`config.mk`:
```
export PLATFORM = sky130hd
export DESIGN_NAME = butterfly_addr_gen
export DESIGN_NICKNAME = d
export VERILOG_FILES = /design/src/rtl/butterfly_addr_gen.sv
export SDC_FILE = /design/constraint.sdc
export NUM_CORES = 1
export LEC_CHECK = 0
export BUFFER_PORTS_ARGS = -buffer_cell sky130_fd_sc_hd__buf_4
export CORE_ASPECT_RATIO = 0.7
export CORE_UTILIZATION = 30
export CTS_BUF_LIST = sky130_fd_sc_hd__clkbuf_8
export CTS_CLUSTER_SIZE = 28
export DETAILED_ROUTE_END_ITERATION = 7
export PLACE_DENSITY = 0.52
export SLEW_MARGIN = 40
export SYNTH_ARGS = -nofsm -noshare
export SYNTH_HDL_FRONTEND = slang
export SYNTH_SLANG_ARGS = --single-unit
```
`constraint.sdc`:
```
create_clock -name clk -period 5.1 [get_ports clk]
set_input_delay 0.255 -clock clk [delete_from_list [all_inputs] [get_ports clk]]
set_output_delay 0.255 -clock clk [all_outputs]
set_load 0.03 [all_outputs]
```
`src/rtl/butterfly_addr_gen.sv`:
```
// Address/control walker for the in-place two-bank FFT/NTT butterfly datapath.
// Define BUTTERFLY_ADDR_GEN_STALL_EN to add a `stall` input that freezes RUN/GAP progress.
module butterfly_addr_gen #(
    parameter int ADDR_WIDTH = 12,
    parameter int READ_LAT   = 2,
    parameter int STAGE_GAP  = 24
) (
    input  logic                  clk,
    input  logic                  rst,
`ifdef BUTTERFLY_ADDR_GEN_STALL_EN
    input  logic                  stall,
`endif
    input  logic                  start,
    input  logic                  is_dif_in,
    input  logic                  is_fft_in,
    output logic [ADDR_WIDTH-1:0] rd_addr_0,
    output logic [ADDR_WIDTH-1:0] rd_addr_1,
    output logic                  rd_en,
    output logic                  in_swap,
    output logic                  valid_a,
    output logic                  valid_b,
    output logic                  dest_bank_a,
    output logic                  dest_bank_b,
    output logic [ADDR_WIDTH-1:0] dest_addr_a,
    output logic [ADDR_WIDTH-1:0] dest_addr_b,
    output logic [ADDR_WIDTH-1:0] tw_idx,
    output logic                  is_dif,
    output logic                  is_fft,
    output logic                  busy,
    output logic                  done
);
    localparam int LOGN = ADDR_WIDTH + 1;
    localparam int SW   = $clog2(LOGN);
    localparam int GW   = (STAGE_GAP > 1) ? $clog2(STAGE_GAP) : 1;
    localparam int DW   = $clog2(READ_LAT + 1);

    typedef enum logic [1:0] {IDLE, RUN, GAP, DRAIN} state_t;

    typedef struct packed {
        logic                  valid;
        logic                  bankA;
        logic                  bankB;
        logic [ADDR_WIDTH-1:0] addrA;
        logic [ADDR_WIDTH-1:0] addrB;
        logic [ADDR_WIDTH-1:0] tw;
    } align_t;

`ifndef BUTTERFLY_ADDR_GEN_STALL_EN
    logic stall;
    assign stall = 1'b0;
`endif

    state_t                state_q, state_d;
    logic [SW-1:0]         stage_q, stage_d;
    logic [ADDR_WIDTH-1:0] k_q, k_d;
    logic [GW-1:0]         gapCnt_q, gapCnt_d;
    logic [DW-1:0]         drainCnt_q, drainCnt_d;
    logic                  dif_q, dif_d;
    logic                  fft_q, fft_d;
    align_t                pipe_q [READ_LAT];
    align_t                entry;

    logic [ADDR_WIDTH-1:0] mask, lowBits, halfD, iAddr, jAddr;
    logic [LOGN-1:0]       idxI;
    logic [SW-1:0]         twShift;
    logic                  lastK, lastStage;

    // At s == ADDR_WIDTH the shift overflows to zero, so the mask wraps to all-ones as required.
    always_comb begin
        mask    = (ADDR_WIDTH'(1) << stage_q) - ADDR_WIDTH'(1);
        lowBits = k_q & mask;
        idxI    = {k_q & ~mask, 1'b0} | {1'b0, lowBits};
        iAddr   = idxI[LOGN-1:1];
        halfD   = (stage_q == '0) ? '0 : (ADDR_WIDTH'(1) << (stage_q - 1'b1));
        jAddr   = iAddr | halfD;
        twShift = SW'(ADDR_WIDTH) - stage_q;
        rd_en   = (state_q == RUN) && !stall;
        entry   = '0;
        if (rd_en) begin
            entry.valid = 1'b1;
            entry.bankA = idxI[0];
            entry.bankB = ~idxI[0];
            entry.addrA = iAddr;
            entry.addrB = jAddr;
            entry.tw    = lowBits << twShift;
        end
        rd_addr_0 = '0;
        rd_addr_1 = '0;
        if (rd_en) begin
            rd_addr_0 = idxI[0] ? jAddr : iAddr;
            rd_addr_1 = idxI[0] ? iAddr : jAddr;
        end
    end

    always_comb begin
        state_d    = state_q;
        stage_d    = stage_q;
        k_d        = k_q;
        gapCnt_d   = gapCnt_q;
        drainCnt_d = drainCnt_q;
        dif_d      = dif_q;
        fft_d      = fft_q;
        lastK      = (k_q == '1);
        lastStage  = dif_q ? (stage_q == '0) : (stage_q == SW'(LOGN - 1));
        case (state_q)
            IDLE: begin
                if (start) begin
                    dif_d   = is_dif_in;
                    fft_d   = is_fft_in;
                    stage_d = is_dif_in ? SW'(LOGN - 1) : '0;
                    k_d     = '0;
                    state_d = RUN;
                end
            end
            RUN: begin
                if (!stall) begin
                    k_d = k_q + 1'b1;
                    if (lastK) begin
                        k_d = '0;
                        if (lastStage) begin
                            drainCnt_d = '0;
                            state_d    = DRAIN;
                        end else begin
                            stage_d  = dif_q ? (stage_q - 1'b1) : (stage_q + 1'b1);
                            gapCnt_d = '0;
                            state_d  = (STAGE_GAP > 0) ? GAP : RUN;
                        end
                    end
                end
            end
            GAP: begin
                if (!stall) begin
                    gapCnt_d = gapCnt_q + 1'b1;
                    if (gapCnt_q == GW'(STAGE_GAP - 1)) state_d = RUN;
                end
            end
            DRAIN: begin
                drainCnt_d = drainCnt_q + 1'b1;
                if (drainCnt_q == DW'(READ_LAT)) state_d = IDLE;
            end
            default: state_d = IDLE;
        endcase
    end

    always_ff @(posedge clk) begin
        if (rst) begin
            state_q    <= IDLE;
            stage_q    <= '0;
            k_q        <= '0;
            gapCnt_q   <= '0;
            drainCnt_q <= '0;
            dif_q      <= 1'b0;
            fft_q      <= 1'b0;
            for (int n = 0; n < READ_LAT; n++) pipe_q[n] <= '0;
        end else begin
            state_q    <= state_d;
            stage_q    <= stage_d;
            k_q        <= k_d;
            gapCnt_q   <= gapCnt_d;
            drainCnt_q <= drainCnt_d;
            dif_q      <= dif_d;
            fft_q      <= fft_d;
            pipe_q[0]  <= entry;
            for (int n = 1; n < READ_LAT; n++) pipe_q[n] <= pipe_q[n-1];
        end
    end

    assign valid_a     = pipe_q[READ_LAT-1].valid;
    assign valid_b     = pipe_q[READ_LAT-1].valid;
    assign in_swap     = pipe_q[READ_LAT-1].bankA;
    assign dest_bank_a = pipe_q[READ_LAT-1].bankA;
    assign dest_bank_b = pipe_q[READ_LAT-1].bankB;
    assign dest_addr_a = pipe_q[READ_LAT-1].addrA;
    assign dest_addr_b = pipe_q[READ_LAT-1].addrB;
    assign tw_idx      = pipe_q[READ_LAT-1].tw;
    assign is_dif      = dif_q;
    assign is_fft      = fft_q;
    assign busy        = (state_q != IDLE);
    assign done        = (state_q == DRAIN) && (drainCnt_q == DW'(READ_LAT));

    // Operands of one butterfly must always land in opposite banks.
    assert property (@(posedge clk) disable iff (rst) valid_a |-> (dest_bank_a != dest_bank_b));
endmodule

```
======== Yosys cells after proc, flatten, opt, wreduce, memory -nomap -nowiden ========
Memory sizes are Yosys's and may differ from the RTL's.
Cells that the tools add are included.
word-level totals
  register bits ........................... 27
  RAM bits ................................ 78
  input bits .............................. 5
  output and inout bits ................... 70
  logic and storage cells ................. 85
  memories ................................ 1
memories
  memory  depth  bits a word  rd ports  clocked after memory_dff  wr ports  line  text
  pipe_q  2      39           2         0                         2         60    align_t pipe_q [READ_LAT];
operators by class
  add/sub/neg operators ................... 7
  equality and inequality tests ........... 13
  shift-type cells ........................ 3
  multiplexer cells ....................... 33
  bitwise operators ....................... 8
  reductions and logical operators ........ 13
operator list
  kind                                                 count
  two-way mux 39 bit                                   3
  two-way mux 12 bit                                   7
  AND 12 bit                                           2
  case mux 12 bit (2 select lines)                     1
  left shift 1 x 4 -> 12 bit (first input constant)    2
  two-way mux 4 bit                                    5
  OR 13 x 12 -> 13 bit                                 1
  adder 12 x 1 -> 12 bit (second input constant)       1
  == test 12 bit (second input constant)               1
  two-way mux 2 bit                                    6
  NOT 12 bit                                           1
  OR 12 bit                                            1
  left shift 12 x 4 -> 12 bit                          1
  subtractor 12 x 2 -> 12 bit (second input constant)  1
  two-way mux 5 bit                                    2
  case mux 5 bit (2 select lines)                      1
  case mux 2 bit (4 select lines)                      1
  case mux 4 bit (2 select lines)                      1
  AND reduction 4 bit                                  2
  nonzero test 2 bit                                   4
  == test 2 bit (second input constant)                3
  != test 2 x 1 -> 1 bit (second input constant)       3
  != test 2 bit (second input constant)                3
  AND reduction 3 bit                                  2
  other kinds (16)                                     22

======== Logic depth before layout (Yosys ltp) ========
  depth after elaboration ................. 8
  mapped depth ............................ 11
  depth with buffers taken out ............ 9

======== Worst setup path after synthesis ========
No wires, ideal clock.
  path kind ............................... reg-to-output
  start point ............................. register stage_q[0]
  end point ............................... output rd_addr_0[8]
  data arrival time ....................... 2.946 ns
  data required time ...................... 4.845 ns
  path slack .............................. 1.899 ns
  stages on the path, launching flop included .. 11
  path buffers ............................ 2
  cells stage by stage .................... dfxtp_1 -> buf_6 -> clkinv_1 -> ha_1 -> ha_1 -> clkbuf_8 -> or2_2 -> nor4_2 -> o21ai_0 -> and2_1 -> a21oi_1
on the way
  cells in the longest elaborated chain, start to end .. 8
  elaborated cells on any way between the ends .. 13
  those cells by class .................... 2 x add/sub; 2 x shift; 3 x mux; 5 x bitwise; 1 x reduce/logical
ends and longest elaborated chain
  item                         line  text
  start, declared              54    logic [SW-1:0] stage_q, stage_d;
  start signal, assigned       157   stage_q <= stage_d;
  left shift 1 x 4 -> 12 bit   70    mask = (ADDR_WIDTH'(1) << stage_q) - ADDR_WIDTH'(1);
  subtractor 12 x 2 -> 12 bit  70
  NOT 12 bit                   72    idxI = {k_q & ~mask, 1'b0} | {1'b0, lowBits};
  AND 12 bit                   72
  OR 13 x 12 -> 13 bit         72
  OR 12 bit                    75    jAddr = iAddr | halfD;
  two-way mux 12 bit *         90    rd_addr_0 = idxI[0] ? jAddr : iAddr;
  two-way mux 12 bit *         89    if (rd_en) begin
  end, declared                16    output logic [ADDR_WIDTH-1:0] rd_addr_0,
Every way passes the cells marked *; elsewhere a longest branch is shown, timed or not.

======== Worst setup path after layout ========
  start point ............................. register stage_q[1]
  end point ............................... output rd_addr_0[3]
The elaborated chain is that of the path after synthesis.

==> metrics.cfg <==
[finish]
syn_to_final_growth_pct = 11.0
finalNonFillerCells = 901
finalCoreUtilization_pct = 34.5
fillers = 1852
multi_input_area_um2 = 2740
seq_area_um2 = 2100
drive_gt1_share_pct = 19.1
fin_nets = 682
diodes = 0
fin_area_um2 = 6010

[detailed_routing]
firstDrtPassIters = 8
drc = 0
via_per_inst = 5.13
drtIter0Drc = 409
num_vias = 4620
postRouteAntennaNets = 0
wl_um = 15300
routedWlPerCell_um = 17.0

[yosys]
yosysWarnings = 0
muxShareOfSynthArea_pct = 2.35
synth-simple-area-share_pct = 24.5
yosysSeqAreaShare_pct = 38.8
synth_area_um2 = 5420
avgSynthCellArea_um2 = 8.29
synth_fp_nets = 671
synth-edff-count = 0
synth_top_family_by_area = simple AND/OR/NAND/NOR gates
synth_cell_types = 70
yosysMostFrequentCell = dfxtp_1
ys_seq_elements = 105
synth_compound_area_share_pct = 19.3
ys.flop_type = dfxtp_1
synth_top_area_share_pct = 38.8
synth-async-reset-ratio_pct = 0
synthAdderAreaFrac_pct = 2.77
ys_top_cells_by_count = dfxtp_1 (105), nor2_1 (76), a21oi_1 (55), nand2_1 (48), nor2b_1 (45)
synth_area_leaders = dfxtp_1 (39%), buf_4 (5.3%), nor2_1 (5.3%)
synthCells = 654
yosysTopAreaCell = dfxtp_1
synthXorXnorAreaFrac_pct = 1.45

[place]
dpl.hpwl_um = 11200
place_congestion = 0.874
dp_worst_setup_slack_ns = 1.49
placed_area_um2 = 5810
io_buffers = 74
placedCellCount = 885

[global_route]
use_met2_pct = 22.5
overflow = 0
grt_usage_pct = 16.5
grt_first_pass_wirelength_um = 23500
grt_pass1_vias = 4146
top_usage_layer = met1
met3_usage_pct = 2.97
grt_max_degree = 68
antenna_found_initial = 0
grtUsageMet1_pct = 25.8

[sta]
layout_min_cycle_time_ns = 4.19
max_freq_ghz = 0.239
rsz0062_at_grt = false
relSlewSlack_pct = 48.7
worst-slew-pin-transition_ns = 0.763
finalSetupTns_ns = 0
fin_hold_ws_ns = 0.111
clock_skew_ns = 0.0125
setup_viol = 0
finalWorstSetupSlack_ns = 0.912
period_share_pct = 82.1
hold_violations = 0
drv_slew = 0

[power]
power.total_mw = 1.82
power_density_nw_per_um2 = 303
leakagePower_nw = 2.22
vdd_drop_max_v = 0.000131

[cts]
clockRootBuffer = clkbuf_8
clock_sinks = 105
cts.path.max_buffers = 2
cts_setup_buffers = 0
path_clk_slew_ns = 0.11
cts_tree = done
clk_latency_ns = 0.38
htreeDepth = 3
cts_buffers = 9
cts_resized = 0
cts-hold-fix-buffers = 0

[floorplan]
io_pins = 75
die_w_um = 163
core_area_um2 = 17400
rows = 40
die_height_um = 114
die_area_um2 = 18600
initial_utilization_pct = 31.1

[hold_path]
hold_depth = 3
hold_path_class = in2reg

[setup_path]
start_kind = flip-flop
worstPathMaxFanout = 15
crit_required_ns = 4.85
rr_worst_depth = 8
crit_arrival_ns = 3.93
crit_type = reg2out
cp-end-kind = primary output

[run_status]
status = complete, no violations

[flow_run]
drv_cap = 0

[worst max-delay path, cell delays in order (launching register included)]
cell,delay [ns]
dfxtp_1,0.53
inv_1,0.14
ha_1,0.30
ha_1,0.42
or2_2,0.40
o21a_1,0.19
o31ai_1,0.55
a21boi_0,0.66
a21oi_1,0.14
buf_4,0.21
[state kept, by name (all words and copies together), names as in the netlist]
register	flops
state_q	2
drainCnt_q	2
is_fft	1
is_dif	1
gapCnt_q	5
k_q	12
pipe_q	78
stage_q	4
[path summary, 6_finish.rpt]
path | start | to | slack (ns)
hold / removal | is_fft_in | is_fft | 0.11
hold reg to reg | pipe_q[0][11] | pipe_q[0][50] | 0.45
setup reg to reg | stage_q[1] | pipe_q[0][27] | 1.61
setup / recovery | stage_q[1] | rd_addr_0[3] | 0.91
[layer usage]
layer  share of wire (%)  routed length, µm
met4                0.92                141
met3                 5.7                877
met5                   0                  0
met2                  40               6190
met1                  53               8100
[report_power, final]
| part | switching [mW] | internal (mW) |
|---|---|---|
| clock | 0.320 | 0.202 |
| combinational | 0.303 | 0.137 |
| sequential | 0.0271 | 0.835 |
| total | 0.650 | 1.17 |
[cell usage in the layout, fill, tap and decap left out, drive strengths merged, types with 10 or more instances in the layout]
cell type / n
ha: 12
clkbuf: 10
nor2: 79
dfxtp: 105
a21oi: 56
buf: 83
o21ai: 18
inv: 17
nand2: 48
nand3: 29
nor3: 12
nor2b: 45
[cell families after synthesis]
group,after synthesis
mux,11
fa+ha+maj,12
xor+xnor,9
simple gates,265
compound gates,152
buf+inv,100
flops,105
[final cells by class]
cell class / count / share of cell area [%]
repair buffers: 83 / 10.4
clock buffers: 10 / 2.29
multi-input cells: 449 / 45.5
well taps: 231 / 4.81
clock inverters: 6 / 1.02
flip-flops and latches: 105 / 35.0
inverters: 17 / 1.06
(Power assumes the default switching activity.)
